===== src/rtl/signed_bcd_conv_pkg.sv =====
// sbcd_pkg: shared types and helpers for the signed binary-to-BCD converter.
//   sbcd_state_t  : converter FSM states
//   BCD_W         : bits per packed BCD digit
//   digits_needed : decimal digit count of 2^w-1, used to size DIGITS
package sbcd_pkg;

  localparam int BCD_W = 4;

  typedef enum logic [1:0] {
    IDLE  = 2'd0,
    SHIFT = 2'd1,
    DONE  = 2'd2
  } sbcd_state_t;

  // Smallest d with 10^d >= 2^w, i.e. the digit count of 2^w-1.
  function automatic int digits_needed(input int w);
    logic [127:0] pow2;
    logic [127:0] p;
    int           d;
    pow2 = 128'd1 << w;
    p    = 128'd1;
    d    = 0;
    for (int i = 0; i < 40; i++) begin
      if (p < pow2) begin
        p = p * 128'd10;
        d = d + 1;
      end else begin
        d = d;
      end
    end
    return d;
  endfunction

endpackage


===== src/rtl/signed_bcd_conv_if.sv =====
// signed_bcd_conv_if: valid/ready bundle between the datapath result
// registers (master) and the signed BCD converter (slave).
//   in_valid/in_ready/din/signed_mode : request side
//   out_valid/out_ready/bcd/sign/digit_en : result side
interface signed_bcd_conv_if #(
  parameter int WIDTH  = 16,
  parameter int DIGITS = 5
);
  import sbcd_pkg::*;

  logic                      in_valid;
  logic                      in_ready;
  logic [WIDTH-1:0]          din;
  logic                      signed_mode;
  logic                      out_valid;
  logic                      out_ready;
  logic [BCD_W*DIGITS-1:0]   bcd;
  logic                      sign;
  logic [DIGITS-1:0]         digit_en;

  modport master (
    output in_valid, din, signed_mode, out_ready,
    input  in_ready, out_valid, bcd, sign, digit_en
  );

  modport slave (
    input  in_valid, din, signed_mode, out_ready,
    output in_ready, out_valid, bcd, sign, digit_en
  );

endinterface


===== src/rtl/signed_bcd_conv_digit_adj.sv =====
// bcd_digit_adj: double-dabble correction cell. Adds 3 to a BCD digit of
// 5 or more so that the following left shift carries into the next digit.
//   d : current digit
//   q : corrected digit
module bcd_digit_adj (
  input  logic [3:0] d,
  output logic [3:0] q
);

  // Add-3-if-at-least-5 correction.
  always_comb begin
    q = d;
    if (d >= 4'd5) begin
      q = d + 4'd3;
    end else begin
      q = d;
    end
  end

endmodule


===== src/rtl/signed_bcd_conv.sv =====
// signed_bcd_conv: sequential WIDTH-bit binary to sign-and-magnitude packed
// BCD converter with a leading-zero mask for the seven-segment driver.
//   clk, rst_n : clock, asynchronous active-low reset
//   bus        : slave side of signed_bcd_conv_if (request in, result out)
// One conversion takes WIDTH shift cycles; the result is held until accepted.
module signed_bcd_conv
  import sbcd_pkg::*;
#(
  parameter int WIDTH  = 16,
  parameter int DIGITS = 5
) (
  input  logic                clk,
  input  logic                rst_n,
  signed_bcd_conv_if.slave    bus
);

  localparam int BW = BCD_W * DIGITS;
  localparam int CW = $clog2(WIDTH + 1);

  if (DIGITS < digits_needed(WIDTH)) begin : g_digits_check
    $error("signed_bcd_conv: DIGITS too small for WIDTH");
  end

  sbcd_state_t         state_r;
  logic [WIDTH-1:0]    mag_r;
  logic [BW-1:0]       bcd_r;
  logic                sign_r;
  logic [DIGITS-1:0]   en_r;
  logic [CW-1:0]       cnt_r;
  logic                out_valid_r;

  logic                neg_s;
  logic [WIDTH-1:0]    mag_in_s;
  logic [BW-1:0]       adj_s;
  logic [BW+WIDTH-1:0] cat_s;

  // Digit i is significant when any digit at or above i is nonzero;
  // digit 0 is always shown so a zero value displays as "0".
  function automatic logic [DIGITS-1:0] lead_mask(input logic [BW-1:0] b);
    logic [DIGITS-1:0] m;
    logic              seen;
    m    = '0;
    seen = 1'b0;
    for (int i = DIGITS - 1; i >= 0; i--) begin
      if (b[i*BCD_W +: BCD_W] != 4'd0) begin
        seen = 1'b1;
      end else begin
        seen = seen;
      end
      m[i] = seen;
    end
    m[0] = 1'b1;
    return m;
  endfunction

  for (genvar g = 0; g < DIGITS; g++) begin : g_adj
    bcd_digit_adj u_adj (
      .d (bcd_r[g*BCD_W +: BCD_W]),
      .q (adj_s[g*BCD_W +: BCD_W])
    );
  end

  // One double-dabble step: corrected digits and magnitude shift left together.
  assign cat_s = {adj_s, mag_r} << 1'b1;

  // Magnitude of the incoming value; the WIDTH-bit negate maps the most
  // negative input onto 2^(WIDTH-1) exactly.
  always_comb begin
    neg_s    = bus.signed_mode & bus.din[WIDTH-1];
    mag_in_s = bus.din;
    if (neg_s) begin
      mag_in_s = ~bus.din + {{(WIDTH-1){1'b0}}, 1'b1};
    end else begin
      mag_in_s = bus.din;
    end
  end

  // Converter FSM with registered result outputs.
  always_ff @(posedge clk or negedge rst_n) begin
    if (!rst_n) begin
      state_r     <= IDLE;
      mag_r       <= '0;
      bcd_r       <= '0;
      sign_r      <= 1'b0;
      en_r        <= '0;
      cnt_r       <= '0;
      out_valid_r <= 1'b0;
    end else begin
      case (state_r)
        IDLE: begin
          out_valid_r <= 1'b0;
          if (bus.in_valid) begin
            sign_r  <= neg_s;
            mag_r   <= mag_in_s;
            bcd_r   <= '0;
            cnt_r   <= CW'(WIDTH);
            state_r <= SHIFT;
          end
        end
        SHIFT: begin
          bcd_r <= cat_s[BW+WIDTH-1:WIDTH];
          mag_r <= cat_s[WIDTH-1:0];
          cnt_r <= cnt_r - CW'(1);
          if (cnt_r == CW'(1)) begin
            en_r        <= lead_mask(cat_s[BW+WIDTH-1:WIDTH]);
            out_valid_r <= 1'b1;
            state_r     <= DONE;
          end
        end
        DONE: begin
          if (bus.out_ready) begin
            out_valid_r <= 1'b0;
            state_r     <= IDLE;
          end
        end
        default: begin
          out_valid_r <= 1'b0;
          state_r     <= IDLE;
        end
      endcase
    end
  end

  assign bus.in_ready  = (state_r == IDLE);
  assign bus.out_valid = out_valid_r;
  assign bus.bcd       = bcd_r;
  assign bus.sign      = sign_r;
  assign bus.digit_en  = en_r;

endmodule


===== src/flat_wrapper.sv =====
// flat-port wrapper written by rule: the top's interface ports become plain ports
module signed_bcd_conv_flat import sbcd_pkg::*;
#(
  parameter int WIDTH  = 16,
  parameter int DIGITS = 5
)
  (clk, rst_n, bus_in_valid, bus_din, bus_signed_mode, bus_out_ready, bus_in_ready, bus_out_valid, bus_bcd, bus_sign, bus_digit_en);
  signed_bcd_conv_if #(.WIDTH(WIDTH), .DIGITS(DIGITS)) bus_i ();
  input  logic clk;
  input  logic rst_n;
  input wire logic [$bits(bus_i.in_valid)-1:0] bus_in_valid;
  input wire logic [$bits(bus_i.din)-1:0] bus_din;
  input wire logic [$bits(bus_i.signed_mode)-1:0] bus_signed_mode;
  input wire logic [$bits(bus_i.out_ready)-1:0] bus_out_ready;
  output wire logic [$bits(bus_i.in_ready)-1:0] bus_in_ready;
  output wire logic [$bits(bus_i.out_valid)-1:0] bus_out_valid;
  output wire logic [$bits(bus_i.bcd)-1:0] bus_bcd;
  output wire logic [$bits(bus_i.sign)-1:0] bus_sign;
  output wire logic [$bits(bus_i.digit_en)-1:0] bus_digit_en;
  assign bus_i.in_valid = bus_in_valid;
  assign bus_i.din = bus_din;
  assign bus_i.signed_mode = bus_signed_mode;
  assign bus_i.out_ready = bus_out_ready;
  assign bus_in_ready = bus_i.in_ready;
  assign bus_out_valid = bus_i.out_valid;
  assign bus_bcd = bus_i.bcd;
  assign bus_sign = bus_i.sign;
  assign bus_digit_en = bus_i.digit_en;
  signed_bcd_conv #(.WIDTH(WIDTH), .DIGITS(DIGITS)) u_core (.clk(clk), .rst_n(rst_n), .bus(bus_i));
endmodule

===== config.mk =====
export PLATFORM = sky130hd
export DESIGN_NAME = signed_bcd_conv_flat
export DESIGN_NICKNAME = d
export VERILOG_FILES = /design/src/rtl/signed_bcd_conv_pkg.sv /design/src/rtl/signed_bcd_conv_if.sv /design/src/rtl/signed_bcd_conv_digit_adj.sv /design/src/rtl/signed_bcd_conv.sv /design/src/flat_wrapper.sv
export SDC_FILE = /design/constraint.sdc
export NUM_CORES = 1
export LEC_CHECK = 0
export BUFFER_PORTS_ARGS = -buffer_cell sky130_fd_sc_hd__buf_4
export CORE_UTILIZATION = 40
export CTS_BUF_LIST = sky130_fd_sc_hd__clkbuf_8 sky130_fd_sc_hd__clkbuf_16
export DETAILED_ROUTE_END_ITERATION = 10
export PLACE_DENSITY = 0.6
export SYNTH_ARGS = -nofsm -noshare
export SYNTH_HDL_FRONTEND = slang
export SYNTH_SLANG_ARGS = --single-unit
export TNS_END_PERCENT = 1

===== constraint.sdc =====
create_clock -name clk -period 3.7 [get_ports clk]
set_input_delay 0.74 -clock clk [delete_from_list [all_inputs] [get_ports clk]]
set_output_delay 0.74 -clock clk [all_outputs]
set_load 0.005 [all_outputs]

==> results of run 1 <==
## state kept, by name (all words and copies together), names as in the netlist
signal                count
u_core.bus.bcd           20
u_core.mag_r             16
u_core.bus.digit_en       5
u_core.cnt_r              5
u_core.state_r            2
u_core.bus.out_valid      1
u_core.bus.sign           1
## how the worst min path moves through the flow
stage                                 startpoint  cells past startpoint  slack, ns                      to
after CTS                                  rst_n                      1       0.48      u_core.bus.bcd[16]
final                                      rst_n                      1       0.45       u_core.bus.bcd[9]
after detailed placement  u_core.bus.digit_en[0]                      1       0.46  u_core.bus.digit_en[0]
after floorplan                            rst_n                      0       0.44       u_core.bus.bcd[0]
after global routing                       rst_n                      1       0.51       u_core.bus.bcd[9]
after global placement    u_core.bus.digit_en[0]                      1       0.46  u_core.bus.digit_en[0]
## per-layer routing
layer  GRT usage  wire length, um
met1      0.2436             2950
met2      0.2806             2745
met3     0.03128              239
met4     0.05152               58
met5           0                0
## where the power goes
| part | internal (mW) | total (mW) | switching, mW |
|---|---|---|---|
| clock network | 0.148 | 0.321 | 0.172 |
| registers | 0.798 | 1.02 | 0.226 |
| logic | 0.651 | 1.37 | 0.717 |
| total | 1.60 | 2.71 | 1.12 |
## final cells by class
| class | count | area share |
|---|---|---|
| timing repair buffer | 52 | 0.1138 |
| clock inverter | 2 | 0.002553 |
| inverter | 15 | 0.01641 |
| tap | 96 | 0.03501 |
| clock buffer | 6 | 0.02407 |
| multi-input combinational | 228 | 0.4435 |
| sequential | 50 | 0.3647 |
## synth_stat cells
library cell / n
sky130_fd_sc_hd__and2_0: 1
sky130_fd_sc_hd__nor2_1: 21
sky130_fd_sc_hd__o31ai_1: 4
sky130_fd_sc_hd__and2_1: 3
sky130_fd_sc_hd__or4_1: 1
sky130_fd_sc_hd__a22o_1: 1
sky130_fd_sc_hd__a21oi_1: 25
sky130_fd_sc_hd__xor2_1: 4
sky130_fd_sc_hd__nor3b_1: 7
sky130_fd_sc_hd__clkbuf_1: 9
sky130_fd_sc_hd__buf_2: 3
sky130_fd_sc_hd__a32o_1: 3
sky130_fd_sc_hd__nand2_1: 24
sky130_fd_sc_hd__o211ai_1: 1
sky130_fd_sc_hd__nor4b_4: 3
sky130_fd_sc_hd__a31oi_1: 2
sky130_fd_sc_hd__mux2_2: 1
sky130_fd_sc_hd__a31o_2: 1
sky130_fd_sc_hd__a22oi_1: 10
sky130_fd_sc_hd__nand3b_1: 2
sky130_fd_sc_hd__nor2b_1: 1
sky130_fd_sc_hd__and3_1: 3
sky130_fd_sc_hd__inv_1: 15
sky130_fd_sc_hd__o21ai_0: 40
sky130_fd_sc_hd__mux2i_1: 6
sky130_fd_sc_hd__nand4_4: 1
sky130_fd_sc_hd__a41oi_1: 1
sky130_fd_sc_hd__or3b_2: 2
sky130_fd_sc_hd__nor4_1: 1
sky130_fd_sc_hd__ha_1: 13
sky130_fd_sc_hd__o41ai_2: 1
sky130_fd_sc_hd__nor4_4: 1
sky130_fd_sc_hd__dfrtp_1: 50
sky130_fd_sc_hd__nand2b_1: 8
sky130_fd_sc_hd__nand3_1: 10
sky130_fd_sc_hd__xnor2_1: 14
sky130_fd_sc_hd__and4_1: 2
sky130_fd_sc_hd__nor3_1: 4
sky130_fd_sc_hd__o22ai_1: 6
sky130_fd_sc_hd__buf_6: 1
## kinds of logic after synthesis
kind of cell    share of synthesized area
compound gates                     0.1940
mux                               0.02469
buf+inv                           0.04027
simple gates                       0.1971
xor+xnor                          0.05457
fa+ha+maj                         0.05630
flops                              0.4331
## worst register-to-register path: cells and delay by family, from the launching register on
family / cells / cell delay [ns]
AOI/OAI and AO/OA: 2 / 0.47
adders and majority gates: 1 / 0.20
buffers and inverters: 1 / 0.13
DFF: 1 / 0.46
muxes: 1 / 0.20
and+or+nand+nor: 2 / 0.41
## through the flow
stage	std cells	hold slack [ns]	cell area, um^2	setup slack, ns
after global placement	441	0.4646	3339	1.611
after floorplan	306	0.4444	2889	1.891
after detailed placement	441	0.4567	3339	1.565
after CTS	449	0.4776	3431	1.661
final	449	0.4486	3431	1.709
after global routing	449	0.5114	3431	1.490
## layout by cell type (no fill, tap or decap), types with 7 or more instances in the layout
master	instances
sky130_fd_sc_hd__a21oi_1	25
sky130_fd_sc_hd__ha_1	13
sky130_fd_sc_hd__a22oi_1	10
sky130_fd_sc_hd__nor2_1	21
sky130_fd_sc_hd__o21ai_0	40
sky130_fd_sc_hd__nand2_1	24
sky130_fd_sc_hd__dfrtp_1	50
sky130_fd_sc_hd__xnor2_1	14
sky130_fd_sc_hd__inv_1	16
sky130_fd_sc_hd__nor3b_1	7
sky130_fd_sc_hd__nand3_1	10
sky130_fd_sc_hd__buf_4	52
sky130_fd_sc_hd__nand2b_1	8
==> results.toml, run 1 <==
[outcome]
status = "finished clean"

[die]
die-height_um = 86.99
starting_density_of_the_core = 0.4206
rows = 30
die_area_um2 = 7566
pin_count = 49
die_x_um = 86.99
placeableCoreArea_um2 = 6869

[clock_network]
cts_hold_repair.buffers = 0
tritoncts.num_buffers = 5
ctsResizeCount = 0
root_buffer = "sky130_fd_sc_hd__clkbuf_8"
clock_tree.buffer_depth = 2
post-cts-setup-buffers = 0
cts.htree.levels = 2
cts.sink_count = 50
worstSkewPairLatency_ns = 0.30
tritoncts = "yes"
clk_transition_reported_paths_ns = 0.09

[critical_path]
critical-path-max-stage-delay_ns = 0.46
setup.worst_path.end_class = "flip-flop"
cell_chain_of_the_critical_path = "inv_1, ha_1, nand2b_1, a21oi_1, mux2i_1, nor4b_4, a31oi_1"
worst_ep_arrival_time_ns = 2.17
worst_path_dominant_cell_family = "compound AO/OA/AOI/OAI gates"
worst_setup_slack_for_register_to_register_paths_ns = 1.71
timing.critical_path.depth = 7
cp_data_required_time_ns = 3.88
crit_buf_inv = 1
crit_end = "u_core.bus.digit_en[1]"
timing.critical_path.from = "u_core.bus.bcd[12]"
rr_endpoint = "u_core.bus.digit_en[1]"
critical-path-slowest-cell = "sky130_fd_sc_hd__dfrtp_1"
worstPathMaxFanout = 7
reg_to_reg_startpoint = "u_core.bus.bcd[12]"
worst-r2r-cell-count = 7
critPathLaunchType = "flip-flop"
worst-setup-path-type = "reg2reg"

[routing]
antenna_left = 0
wl_mm = 5.994
remaining_drc_errors = 0
post_drt_wl_per_cell_um = 13.35
vias = 2331
vias_per_cell = 5.192
dr.first_iter.drc_count = 146
number_of_detailed_routing_iterations_run_before_antenna_repair = 4

[timing]
hold_viol_final = 0
worst_slew_pin_tran_ns = 0.6471
layout_worst_path_cycle_share = 0.5382
slew_headroom = 0.5686
rsz0062_at_grt = "no"
max_freq_mhz = 502.2
slew_viol_final = 0
skew_ns = 0.002658
final_period_minus_worst_setup_slack_ns = 1.991
setup_tns_ns = 0
setup_failing_eps_final = 0

[placement]
place_congestion = 0.8066
dp_hpwl_mm = 4.322
place.port_buffers = 48

[layout]
sequential_cell_area_um2 = 1251
drive_above_1_share = 0.1955
multiInputGateArea_um2 = 1521
diodes = 0
area_growth_pct = 18.75
final_nets = 386
finish.utilization = 0.4995
filler_cell_count = 644

[min_path]
holdCritPathClass = "in2async"

[synth]
post_synthesis_cell_area_um2 = 2889
syn-instance-count = 306
yosysSeqAreaShare = 0.4331
synth.largest_area_cell = "sky130_fd_sc_hd__dfrtp_1"
mappedNetlistNets = 340
post_synth.cell_area_avg_um2 = 9.441
synth_top_cell_area_share = 0.4331
synth-seq-cells = 50
synth_cell_type_count = 40
post_synth_main_area_contributors = "sky130_fd_sc_hd__dfrtp_1 43%, sky130_fd_sc_hd__o21ai_0 6.9%, sky130_fd_sc_hd__ha_1 5.6%"
yosysWarningCount = 0

[power_and_ir_drop]
totalPowerFinal_mw = 2.712
peakVddDrop_mv = 0.2269
power_density_relative_to_cell_area_nw_per_um2 = 790.6
cellLeakagePower_nw = 1.509

[global_route]
first_global_vias = 2203
grt-ovfl-total = 0
grt_antenna_before_repair = 0
grt_pass1_wl_mm = 10.41
grt_max_degree = 51
grt_use_total = 0.1757

[run]
maxCapViolCount = 0
(Power assumes the default switching activity.)
==> inputs of run 2 (changes only) <==
--- a/config.mk
+++ b/config.mk
@@ -5,11 +5,12 @@
 export SDC_FILE = /design/constraint.sdc
 export NUM_CORES = 1
 export LEC_CHECK = 0
+export ABC_AREA = 1
 export BUFFER_PORTS_ARGS = -buffer_cell sky130_fd_sc_hd__buf_4
 export CORE_UTILIZATION = 40
 export CTS_BUF_LIST = sky130_fd_sc_hd__clkbuf_8 sky130_fd_sc_hd__clkbuf_16
 export DETAILED_ROUTE_END_ITERATION = 10
-export PLACE_DENSITY = 0.6
+export PLACE_DENSITY = 0.62
 export SYNTH_ARGS = -nofsm -noshare
 export SYNTH_HDL_FRONTEND = slang
 export SYNTH_SLANG_ARGS = --single-unit
==> constraint.sdc (replaced) <==
create_clock -name clk -period 1.8 [get_ports clk]
set_input_delay 0.36 -clock clk [delete_from_list [all_inputs] [get_ports clk]]
set_output_delay 0.36 -clock clk [all_outputs]
set_load 0.005 [all_outputs]
==> run 2 against run 1 <==
Compared with the run above: sequential cell count unchanged; synthesized cell count up 18%; cell count up 15%; power up 120%; count of clock-buffer cells in the layout unchanged; core utilization up 0.95 points; combinational power up 140%; clock skew up 0.0037 ns; die area down 0.76%.
==> results.toml, run 2 <==
[timing]
layout_worst_path_cycle_share = 0.9125
slew_headroom = 0.5755
skew_ns = 0.006316
worst_slew_pin_tran_ns = 0.6368
setup_failing_eps_final = 0
hold_viol_final = 0
postLayoutSetupSlackWorst_ns = 0.1575
setup_tns_ns = 0
max_freq_mhz = 608.8
slew_viol_final = 0
final_period_minus_worst_setup_slack_ns = 1.643

[die]
placeableCoreArea_um2 = 6869
die-height_um = 86.66
starting_density_of_the_core = 0.4173
rows = 30
die_x_um = 86.66
die_area_um2 = 7509
pin_count = 49

[routing]
post_drt_wl_per_cell_um = 11.96
wl_mm = 6.181
antenna_left = 0
number_of_detailed_routing_iterations_run_before_antenna_repair = 4
dr.first_iter.drc_count = 117
vias_per_cell = 4.969
remaining_drc_errors = 0
vias = 2569

[power_and_ir_drop]
total_switching_power_mw = 2.592
seqPwrFrac = 0.343
netSwitchingFraction = 0.4328
power.share.combinational = 0.548
cellLeakagePower_nw = 1.756
cellInternalPower_mw = 3.397
totalPowerFinal_mw = 5.988
p_clk_frac = 0.109
peakVddDrop_mv = 0.4423
power_density_relative_to_cell_area_nw_per_um2 = 1713

[critical_path]
worst-setup-path-type = "reg2reg"
setup.worst_path.end_class = "flip-flop"
critPathLaunchType = "flip-flop"
worstPathMaxFanout = 4
critical-path-max-stage-delay_ns = 0.40
worst_path_dominant_cell_family = "simple AND/OR/NAND/NOR gates"
worst-r2r-cell-count = 10
cp_data_required_time_ns = 1.99
worst_ep_arrival_time_ns = 1.83
cell_chain_of_the_critical_path = "buf_4, ha_1, nand2_1, nand4_1, nand2_1, nand2_1, nor2_2, nand3_1, o21ai_0, inv_1"
timing.critical_path.mode_cell = "sky130_fd_sc_hd__nand2_1"
timing.critical_path.depth = 10
rr_endpoint = "u_core.bus.digit_en[2]"
crit_buf_inv = 2
critical-path-slowest-cell = "sky130_fd_sc_hd__dfrtp_1"
reg_to_reg_startpoint = "u_core.bus.bcd[12]"
worst_setup_slack_for_register_to_register_paths_ns = 0.16

[min_path]
holdCritPathClass = "in2async"

[synth]
post_synth.cell_area_avg_um2 = 7.940
synth.most_common_cell = "sky130_fd_sc_hd__nand2_1"
post_synth_main_area_contributors = "sky130_fd_sc_hd__dfrtp_1 44%, sky130_fd_sc_hd__nand2_1 10%, sky130_fd_sc_hd__inv_1 5.9%"
yosysWarningCount = 0
yosysSeqAreaShare = 0.4365
number_of_enable_type_register_cells_in_the_synthesized_netlist = 0
syn-instance-count = 361
synth.largest_area_cell = "sky130_fd_sc_hd__dfrtp_1"
synth_top_cell_area_share = 0.4365
async_flop_share = 1.000
post_synthesis_cell_area_um2 = 2866
most_numerous_cell_types_in_the_synthesized_netlist = "77 x sky130_fd_sc_hd__nand2_1, 50 x sky130_fd_sc_hd__dfrtp_1, 45 x sky130_fd_sc_hd__inv_1"
ys_dominant_reg_cell = "sky130_fd_sc_hd__dfrtp_1"
synth_cell_type_count = 31
mappedNetlistNets = 395
synth-seq-cells = 50

[layout]
filler_cell_count = 696
finish.utilization = 0.5089
mostFrequentLayoutCell = "sky130_fd_sc_hd__nand2_1"
post_route_non_filler_standard_cell_count = 517
drive_above_1_share = 0.2114
diodes = 0
largest_register_ff_count = 20
area_growth_pct = 21.96
sequential_cell_area_um2 = 1251
most-common-layout-cells = "75 x sky130_fd_sc_hd__nand2_1, 62 x sky130_fd_sc_hd__buf_4, 50 x sky130_fd_sc_hd__dfrtp_1, 44 x sky130_fd_sc_hd__inv_1, 32 x sky130_fd_sc_hd__o21ai_0"
multiInputGateArea_um2 = 1385
final_nets = 454

[placement]
place_congestion = 0.8061
place.port_buffers = 48
dp_cells = 503
dp_hpwl_mm = 4.564
post-place-ws_ns = 0.05529

[clock_network]
cts.htree.levels = 2
clk_transition_reported_paths_ns = 0.09
cts.sink_count = 50
clock_tree.buffer_depth = 2
tritoncts.num_buffers = 5
tritoncts = "yes"
cts_hold_repair.buffers = 0
worstSkewPairLatency_ns = 0.29
root_buffer = "sky130_fd_sc_hd__clkbuf_8"

[global_route]
grt_antenna_before_repair = 0
first_global_vias = 2395
grt-ovfl-total = 0
grt_max_degree = 51
grt_use_total = 0.1785
grt_pass1_wl_mm = 10.62

[run]
maxCapViolCount = 0

[outcome]
status = "finished clean"
==> run 2: timing repair <==
item,in CTS,in global routing
setup endpoints to repair,0,2
resized for setup,0,8
setup buffers,0,6
==> run 2: cell families after synthesis <==
logic type	Yosys count	synth area share
xor gates and xnor gates	8	0.02444
and+or+nand+nor	152	0.2327
AOI/OAI and AO/OA	80	0.1624
DFF	50	0.4365
buffers and inverters	58	0.08730
adders and majority gates	13	0.05675
==> run 2: routing by layer <==
layer / global-route usage / up-vias / routed length [um]
met2: 0.3117 / 58 / 2953
met1: 0.2258 / 1189 / 2956
met3: 0.03619 / 2 / 244
met4: 0.04545 / 0 / 26
met5: 0 / - / 0
li1: - / 1320 / -
==> run 2: worst max-delay path by stage <==
stage,start,endpoint,slack [ns]
floorplan,u_core.bus.bcd[12],u_core.bus.digit_en[1],0.30
CTS,u_core.bus.bcd[12],u_core.bus.digit_en[2],0.03
global placement,u_core.bus.bcd[12],u_core.bus.digit_en[1],0.07
finish,u_core.bus.bcd[12],u_core.bus.digit_en[2],0.16
global route,u_core.bus.bcd[12],u_core.bus.digit_en[2],-0.03
detailed placement,u_core.bus.bcd[12],u_core.bus.digit_en[2],0.06
==> run 2: metrics by stage <==
stage | hold WS, ns | area [um^2]
floorplan | 0.06441 | 2867
finish | 0.07374 | 3496
detailed placement | 0.4365 | 3339
CTS | 0.1048 | 3431
global route | 0.1253 | 3496
global placement | 0.4346 | 3339
==> run 2: power groups by stage <==
stage	Sequential, mW	Combinational, mW	Clock [mW]
5_1_grt	2.13	3.80	0.753
2_1_floorplan	2.02	2.19	0
4_1_cts	2.05	3.19	0.692
3_5_place_dp	2.08	3.18	0
3_3_place_gp	2.06	3.12	0
6_report	2.05	3.28	0.656
==> run 2: final cells by class <==
class                      instances  area share
clock buffer                       6     0.02362
inverter                          48     0.05225
timing repair buffer              62      0.1331
sequential                        50      0.3579
multi-input combinational        253      0.3962
tap                               96     0.03436
clock inverter                     2    0.002505
